$ cat config.mk
export PLATFORM = sky130hd
export DESIGN_NAME = mips_multicycle_ctrl_flat
export DESIGN_NICKNAME = d
export VERILOG_FILES = /design/src/rtl/mips_multicycle_ctrl_if.sv /design/src/rtl/mips_multicycle_ctrl.sv /design/src/flat_wrapper.sv
export SDC_FILE = /design/constraint.sdc
export NUM_CORES = 1
export LEC_CHECK = 0
export CAP_MARGIN = 20
export CORE_MARGIN = 2
export CORE_UTILIZATION = 36
export CTS_BUF_LIST = sky130_fd_sc_hd__clkbuf_16
export CTS_CLUSTER_DIAMETER = 30
export DETAILED_ROUTE_END_ITERATION = 8
export PLACE_DENSITY_LB_ADDON = 0.05
export SLEW_MARGIN = 20
export SYNTH_ARGS = -nofsm -noshare
export SYNTH_HDL_FRONTEND = slang
export SYNTH_SLANG_ARGS = --single-unit
$ cat constraint.sdc
create_clock -name clk -period 1.5 [get_ports clk]
set_clock_uncertainty 0.2 [all_clocks]
set_input_delay 0.3 -clock clk [delete_from_list [all_inputs] [get_ports clk]]
set_output_delay 0.3 -clock clk [all_outputs]
set_load 0.005 [all_outputs]
$ cat src/rtl/mips_multicycle_ctrl_if.sv
// Bundles the control unit's signals to and from the multicycle MIPS datapath.
// master: the control unit. It drives the enables and selects, and reads
//         opcode, zero and mem_ready.
// slave:  the datapath. It is the mirror image of master.
// Handshake: mem_ready is a level held by memory. The FSM holds its current
// memory state, with the strobe asserted, until it sees mem_ready = 1 on a
// rising clock edge. That edge completes the access.
interface mips_multicycle_ctrl_if #(
  parameter int OPCODE_WIDTH = 6
);
  logic [OPCODE_WIDTH-1:0] opcode;
  logic                    zero;
  logic                    mem_ready;
  logic                    IorD;
  logic                    MemRead;
  logic                    MemWrite;
  logic                    IRWrite;
  logic [1:0]              RegDst;
  logic [1:0]              MemtoReg;
  logic                    RegWrite;
  logic                    ALUSrcA;
  logic [1:0]              ALUSrcB;
  logic [1:0]              ALUOp;
  logic [1:0]              PCSrc;
  logic                    PCWrite;
  logic                    PCWriteCond;

  modport master (
    input  opcode, zero, mem_ready,
    output IorD, MemRead, MemWrite, IRWrite, RegDst, MemtoReg, RegWrite,
           ALUSrcA, ALUSrcB, ALUOp, PCSrc, PCWrite, PCWriteCond
  );

  modport slave (
    output opcode, zero, mem_ready,
    input  IorD, MemRead, MemWrite, IRWrite, RegDst, MemtoReg, RegWrite,
           ALUSrcA, ALUSrcB, ALUOp, PCSrc, PCWrite, PCWriteCond
  );
endinterface

$ cat src/rtl/mips_multicycle_ctrl.sv
// Moore control FSM for the multicycle MIPS datapath.
// Each clock performs one micro-step. Memory states stall while mem_ready = 0.
// The optional jal support is enabled with the macro MIPS_CTRL_JAL_EN.
// All outputs are decoded from the current state. The only exception is
// FETCH: there IRWrite and PCWrite follow mem_ready, so the instruction is
// latched in the cycle the memory delivers it.
module mips_multicycle_ctrl #(
  parameter int OPCODE_WIDTH = 6,
  parameter int STATE_WIDTH  = 4
) (
  input  logic                   clk,
  input  logic                   reset,
  mips_multicycle_ctrl_if.master bus,
  output logic [STATE_WIDTH-1:0] state_dbg
);

  typedef enum logic [STATE_WIDTH-1:0] {
    S_IDLE   = STATE_WIDTH'(0),
    S_FETCH  = STATE_WIDTH'(1),
    S_DECODE = STATE_WIDTH'(2),
    S_MEMADR = STATE_WIDTH'(3),
    S_MEMRD  = STATE_WIDTH'(4),
    S_MEMWB  = STATE_WIDTH'(5),
    S_MEMWR  = STATE_WIDTH'(6),
    S_EXEC   = STATE_WIDTH'(7),
    S_ALUWB  = STATE_WIDTH'(8),
    S_BRANCH = STATE_WIDTH'(9),
    S_ADDIEX = STATE_WIDTH'(10),
    S_ADDIWB = STATE_WIDTH'(11),
`ifdef MIPS_CTRL_JAL_EN
    S_JAL    = STATE_WIDTH'(13),
`endif
    S_JUMP   = STATE_WIDTH'(12)
  } state_t;

  localparam logic [OPCODE_WIDTH-1:0] OP_RTYPE = OPCODE_WIDTH'(6'h00);
  localparam logic [OPCODE_WIDTH-1:0] OP_J     = OPCODE_WIDTH'(6'h02);
  localparam logic [OPCODE_WIDTH-1:0] OP_BEQ   = OPCODE_WIDTH'(6'h04);
  localparam logic [OPCODE_WIDTH-1:0] OP_ADDI  = OPCODE_WIDTH'(6'h08);
  localparam logic [OPCODE_WIDTH-1:0] OP_LW    = OPCODE_WIDTH'(6'h23);
  localparam logic [OPCODE_WIDTH-1:0] OP_SW    = OPCODE_WIDTH'(6'h2B);
`ifdef MIPS_CTRL_JAL_EN
  localparam logic [OPCODE_WIDTH-1:0] OP_JAL   = OPCODE_WIDTH'(6'h03);
`endif

  state_t state_q;
  state_t state_d;

  // The zero flag is gated with PCWriteCond in the datapath, not here.
  logic unused_zero;
  assign unused_zero = bus.zero;

  // Next-state logic: memory states wait for mem_ready; DECODE and MEMADR route on opcode.
  always_comb begin
    state_d = S_FETCH;
    case (state_q)
      S_IDLE:   state_d = S_FETCH;
      S_FETCH:  state_d = bus.mem_ready ? S_DECODE : S_FETCH;
      S_DECODE: begin
        case (bus.opcode)
          OP_LW, OP_SW: state_d = S_MEMADR;
          OP_RTYPE:     state_d = S_EXEC;
          OP_BEQ:       state_d = S_BRANCH;
          OP_ADDI:      state_d = S_ADDIEX;
          OP_J:         state_d = S_JUMP;
`ifdef MIPS_CTRL_JAL_EN
          OP_JAL:       state_d = S_JAL;
`endif
          default:      state_d = S_FETCH;
        endcase
      end
      S_MEMADR: state_d = (bus.opcode == OP_LW) ? S_MEMRD : S_MEMWR;
      S_MEMRD:  state_d = bus.mem_ready ? S_MEMWB : S_MEMRD;
      S_MEMWB:  state_d = S_FETCH;
      S_MEMWR:  state_d = bus.mem_ready ? S_FETCH : S_MEMWR;
      S_EXEC:   state_d = S_ALUWB;
      S_ALUWB:  state_d = S_FETCH;
      S_BRANCH: state_d = S_FETCH;
      S_ADDIEX: state_d = S_ADDIWB;
      S_ADDIWB: state_d = S_FETCH;
      S_JUMP:   state_d = S_FETCH;
      default:  state_d = S_FETCH;
    endcase
  end

  // State register; reset is synchronous and returns to IDLE from anywhere.
  always_ff @(posedge clk) begin
    if (reset) state_q <= S_IDLE;
    else       state_q <= state_d;
  end

  // Output decode: every enable defaults low; each state raises only its own micro-step.
  always_comb begin
    bus.IorD        = 1'b0;
    bus.MemRead     = 1'b0;
    bus.MemWrite    = 1'b0;
    bus.IRWrite     = 1'b0;
    bus.RegDst      = 2'b00;
    bus.MemtoReg    = 2'b00;
    bus.RegWrite    = 1'b0;
    bus.ALUSrcA     = 1'b0;
    bus.ALUSrcB     = 2'b00;
    bus.ALUOp       = 2'b00;
    bus.PCSrc       = 2'b00;
    bus.PCWrite     = 1'b0;
    bus.PCWriteCond = 1'b0;
    case (state_q)
      S_FETCH: begin
        bus.MemRead = 1'b1;
        bus.ALUSrcB = 2'b01;
        bus.IRWrite = bus.mem_ready;
        bus.PCWrite = bus.mem_ready;
      end
      S_DECODE: bus.ALUSrcB = 2'b11;
      S_MEMADR: begin
        bus.ALUSrcA = 1'b1;
        bus.ALUSrcB = 2'b10;
      end
      S_MEMRD: begin
        bus.MemRead = 1'b1;
        bus.IorD    = 1'b1;
      end
      S_MEMWB: begin
        bus.RegWrite = 1'b1;
        bus.MemtoReg = 2'b01;
      end
      S_MEMWR: begin
        bus.MemWrite = 1'b1;
        bus.IorD     = 1'b1;
      end
      S_EXEC: begin
        bus.ALUSrcA = 1'b1;
        bus.ALUOp   = 2'b10;
      end
      S_ALUWB: begin
        bus.RegWrite = 1'b1;
        bus.RegDst   = 2'b01;
      end
      S_BRANCH: begin
        bus.ALUSrcA     = 1'b1;
        bus.ALUOp       = 2'b01;
        bus.PCSrc       = 2'b01;
        bus.PCWriteCond = 1'b1;
      end
      S_ADDIEX: begin
        bus.ALUSrcA = 1'b1;
        bus.ALUSrcB = 2'b10;
      end
      S_ADDIWB: bus.RegWrite = 1'b1;
      S_JUMP: begin
        bus.PCWrite = 1'b1;
        bus.PCSrc   = 2'b10;
      end
`ifdef MIPS_CTRL_JAL_EN
      // $31 <= PC+4 and the PC jumps in the same cycle.
      S_JAL: begin
        bus.RegWrite = 1'b1;
        bus.RegDst   = 2'b10;
        bus.MemtoReg = 2'b10;
        bus.PCWrite  = 1'b1;
        bus.PCSrc    = 2'b10;
      end
`endif
      default: ;
    endcase
  end

  assign state_dbg = state_q;

endmodule

$ cat src/flat_wrapper.sv
// flat-port wrapper written by rule: the top's interface ports become plain ports
module mips_multicycle_ctrl_flat 
#(
  parameter int OPCODE_WIDTH = 6,
  parameter int STATE_WIDTH  = 4
)
  (clk, reset, state_dbg, bus_opcode, bus_zero, bus_mem_ready, bus_IorD, bus_MemRead, bus_MemWrite, bus_IRWrite, bus_RegDst, bus_MemtoReg, bus_RegWrite, bus_ALUSrcA, bus_ALUSrcB, bus_ALUOp, bus_PCSrc, bus_PCWrite, bus_PCWriteCond);
  mips_multicycle_ctrl_if #(.OPCODE_WIDTH(OPCODE_WIDTH)) bus_i ();
  input  logic clk;
  input  logic reset;
  output logic [STATE_WIDTH-1:0] state_dbg;
  input wire logic [$bits(bus_i.opcode)-1:0] bus_opcode;
  input wire logic [$bits(bus_i.zero)-1:0] bus_zero;
  input wire logic [$bits(bus_i.mem_ready)-1:0] bus_mem_ready;
  output wire logic [$bits(bus_i.IorD)-1:0] bus_IorD;
  output wire logic [$bits(bus_i.MemRead)-1:0] bus_MemRead;
  output wire logic [$bits(bus_i.MemWrite)-1:0] bus_MemWrite;
  output wire logic [$bits(bus_i.IRWrite)-1:0] bus_IRWrite;
  output wire logic [$bits(bus_i.RegDst)-1:0] bus_RegDst;
  output wire logic [$bits(bus_i.MemtoReg)-1:0] bus_MemtoReg;
  output wire logic [$bits(bus_i.RegWrite)-1:0] bus_RegWrite;
  output wire logic [$bits(bus_i.ALUSrcA)-1:0] bus_ALUSrcA;
  output wire logic [$bits(bus_i.ALUSrcB)-1:0] bus_ALUSrcB;
  output wire logic [$bits(bus_i.ALUOp)-1:0] bus_ALUOp;
  output wire logic [$bits(bus_i.PCSrc)-1:0] bus_PCSrc;
  output wire logic [$bits(bus_i.PCWrite)-1:0] bus_PCWrite;
  output wire logic [$bits(bus_i.PCWriteCond)-1:0] bus_PCWriteCond;
  assign bus_i.opcode = bus_opcode;
  assign bus_i.zero = bus_zero;
  assign bus_i.mem_ready = bus_mem_ready;
  assign bus_IorD = bus_i.IorD;
  assign bus_MemRead = bus_i.MemRead;
  assign bus_MemWrite = bus_i.MemWrite;
  assign bus_IRWrite = bus_i.IRWrite;
  assign bus_RegDst = bus_i.RegDst;
  assign bus_MemtoReg = bus_i.MemtoReg;
  assign bus_RegWrite = bus_i.RegWrite;
  assign bus_ALUSrcA = bus_i.ALUSrcA;
  assign bus_ALUSrcB = bus_i.ALUSrcB;
  assign bus_ALUOp = bus_i.ALUOp;
  assign bus_PCSrc = bus_i.PCSrc;
  assign bus_PCWrite = bus_i.PCWrite;
  assign bus_PCWriteCond = bus_i.PCWriteCond;
  mips_multicycle_ctrl #(.OPCODE_WIDTH(OPCODE_WIDTH), .STATE_WIDTH(STATE_WIDTH)) u_core (.clk(clk), .reset(reset), .bus(bus_i), .state_dbg(state_dbg));
endmodule
==> flow_metrics.tcl <==
set metrics [dict create \
    synth_warnings 0 \
    synth-edff-count 0 \
    cp.arrival_ns 1.34 \
    wl_per_cell_um 23.2 \
    max_cap_violations 0 \
    syn_area_um2 524 \
    grt_pass1_vias 806 \
    yosys.area.top_type "dfxtp_1" \
    cts_sinks 4 \
    drtIter0Drc 98 \
    start_kind "flip-flop" \
    busiest_layer "met2" \
    fin_crit_ns 1.84 \
    path_cells "buf_4 -> nand2b_4 -> buf_6 -> nor2_1 -> clkdlybuf4s15_2" \
    drv_slew 0 \
    r2r_start "u_core.state_dbg[2]" \
    cellPowerDensity_nw_per_um2 591 \
    rrSetupSlack_ns -0.21 \
    finalWorstSetupSlack_ns -0.335 \
    max_stage_delay_ns 0.39 \
    cp_top_family "buffers and inverters" \
    grtUsageMet3 0.0733 \
    ioPinCount 32 \
    ys_ff_latch 4 \
    hold_start "bus_opcode[2]" \
    seq_area_frac_synth 0.153 \
    setup_violations 19 \
    coreArea_um2 1330 \
    endpoint_kind "primary output" \
    place_congestion 0.756 \
    grt_antenna_before_repair 0 \
    power_frac_seq 0.152 \
    syn2layout_area_growth_pct 144 \
    yosysMostFrequentCell "nor2_1" \
    hold_path_depth 5 \
    report.final.hold_viol_count 0 \
    vias_per_cell 6.61 \
    p_clk_frac 0.568 \
    slowest_stage "dfxtp_4" \
    die_w_um 42.2 \
    hpwl_um 1240 \
    syn_inst 76 \
    period_share 1.22 \
    fmax_ghz 0.545 \
    grt_usage 0.316 \
    avgSynthCellArea_um2 6.90 \
    reg2reg_depth 7 \
    first_pass_iters 4 \
    cts_root_buf "clkbuf_16" \
    min_to "u_core.state_dbg[0]" \
    die_height_um 42.2 \
    regArea_um2 95.1 \
    grt_setup_unrepaired "true" \
    vias 1005 \
    layout.nets 149 \
    drcViolationCount 0 \
    hold_path.class "in -> reg" \
    switching_share 0.265 \
    reg2reg_to "u_core.state_dbg[0]" \
    stdcell_area_um2 1280 \
    failed_checks "setup timing" \
    multiInputGateArea_um2 539 \
    grt_pass1_wl_um 4200 \
    ir_drop_mv 0.445 \
    finalPower_uw 756 \
    p_sw_uw 200 \
    critPathRequiredTime_ns 1.00 \
    preCtsSetupSlack_ns -0.537 \
    grt_overflow 0 \
    die-area_um2 1780 \
    drive_gt1_frac 0.620 \
    synth.area.top_cells "dfxtp_1 (15%), buf_4 (7.2%), nor2_1 (7.2%)" \
    ant_nets 0 \
    ys.flop_type "dfxtp_1" \
    numCtsBuffers 3 \
    clock_path_buffers 2 \
    critPathKind "reg -> out" \
    largest_register_ffs 4 \
    drt_wl_total_um 3520 \
    grt_use_met1 0.368 \
    power_frac_comb 0.280 \
    status "finished with violations" \
    clk_latency_ns 0.23 \
    h-tree-depth 1 \
    synth_cell_types 34 \
    fill_cells 31 \
    yosys-top-cells-count "nor2_1 (10), nor3_1 (7), buf_4 (5), nand2_1 (5)" \
    io_buffers 28 \
    internal_power_uw 556 \
    total_leakage_power_uw 0.000613 \
    grt_use_met2 0.548 \
    rows 13 \
    cts_tree "yes" \
    netlist.area_leader.share 0.153 \
    num_antenna_cells 0 \
    worstPathMaxFanout 7 \
    grt_max_degree 8 \
    post_dp_cell_area_um2 937 \
    worst-path-buf-inv 3 \
    clkTransAtPathRegs_ns 0.03 \
    start_util 0.393 \
    ys_async_sr_fraction 0 \
]
## final cells by class
class                           instances  area share
Multi-Input combinational cell         64       0.421
Inverter                                1     0.00293
Clock buffer                            3      0.0587
Sequential cell                         4      0.0743
Tap cell                               15      0.0147
Timing Repair Buffer                   65       0.428
## through the flow
stage / TNS, ns / hold slack [ns] / instances / util
after floorplan: 0 / 0.172 / 77 / -
after global placement: -7.08 / 0.499 / 133 / 0.703
after detailed placement: -7.09 / 0.492 / 133 / 0.703
after CTS: -2.29 / 0.468 / 149 / 0.909
after global routing: -3.75 / 0.482 / 152 / 0.960
final: -3.42 / 0.463 / 152 / 0.960
## routing by layer
metal,share of wire,vias up
met5,0,-
met4,0.061,0
met3,0.12,32
met2,0.48,121
met1,0.34,462
li1,-,390
## worst max path at each step
stage,from,cells past startpoint,to
floorplan,u_core.state_dbg[2],5,bus_PCWrite
global placement,bus_mem_ready,5,bus_PCWrite
detailed placement,bus_mem_ready,5,bus_PCWrite
CTS,u_core.state_dbg[3],4,bus_MemWrite
global route,u_core.state_dbg[2],5,bus_IorD
finish,u_core.state_dbg[2],5,bus_IorD
## cell usage in the layout (no fill, tap or decap), drive strengths merged, types with 3 or more instances in the layout
cell type / netlist / final
clkbuf: 0 / 4
dfxtp: 4 / 4
nand2b: 4 / 4
a21oi: 3 / 3
nand2: 5 / 5
nor2: 10 / 10
dlygate4sd2: 0 / 7
nor3: 7 / 7
mux2i: 3 / 3
buf: 8 / 51
o21ai: 5 / 5
## logic make-up after synthesis
group	synth area share
AOI/OAI and AO/OA	0.248
muxes	0.0573
other	0.00715
buffers and inverters	0.107
and+or+nand+nor	0.377
DFF	0.153
xor gates and xnor gates	0.0501
## tightest hold or removal path, cell delays in order
cell            delay (ns)
dlymetal6s2s_1        0.17
nor4_4                0.08
nand3_1               0.10
a31oi_1               0.09
nor2_1                0.10
## power groups by stage
stage	Clock, uW	Sequential (uW)	Combinational, uW
floorplan	0	114	55.0
global placement	0	116	136
detailed placement	0	116	138
CTS	417	114	172
global route	437	116	218
finish	430	115	212
## repair_timing
action	CTS	global route
gates resized for setup	110	24
hold buffers	0	0
buffers inserted	14	3
endpoints found under the hold margin	0	0
pin swaps	16	8
setup endpoints to repair	23	22
Power figures use the tool's default switching activity.
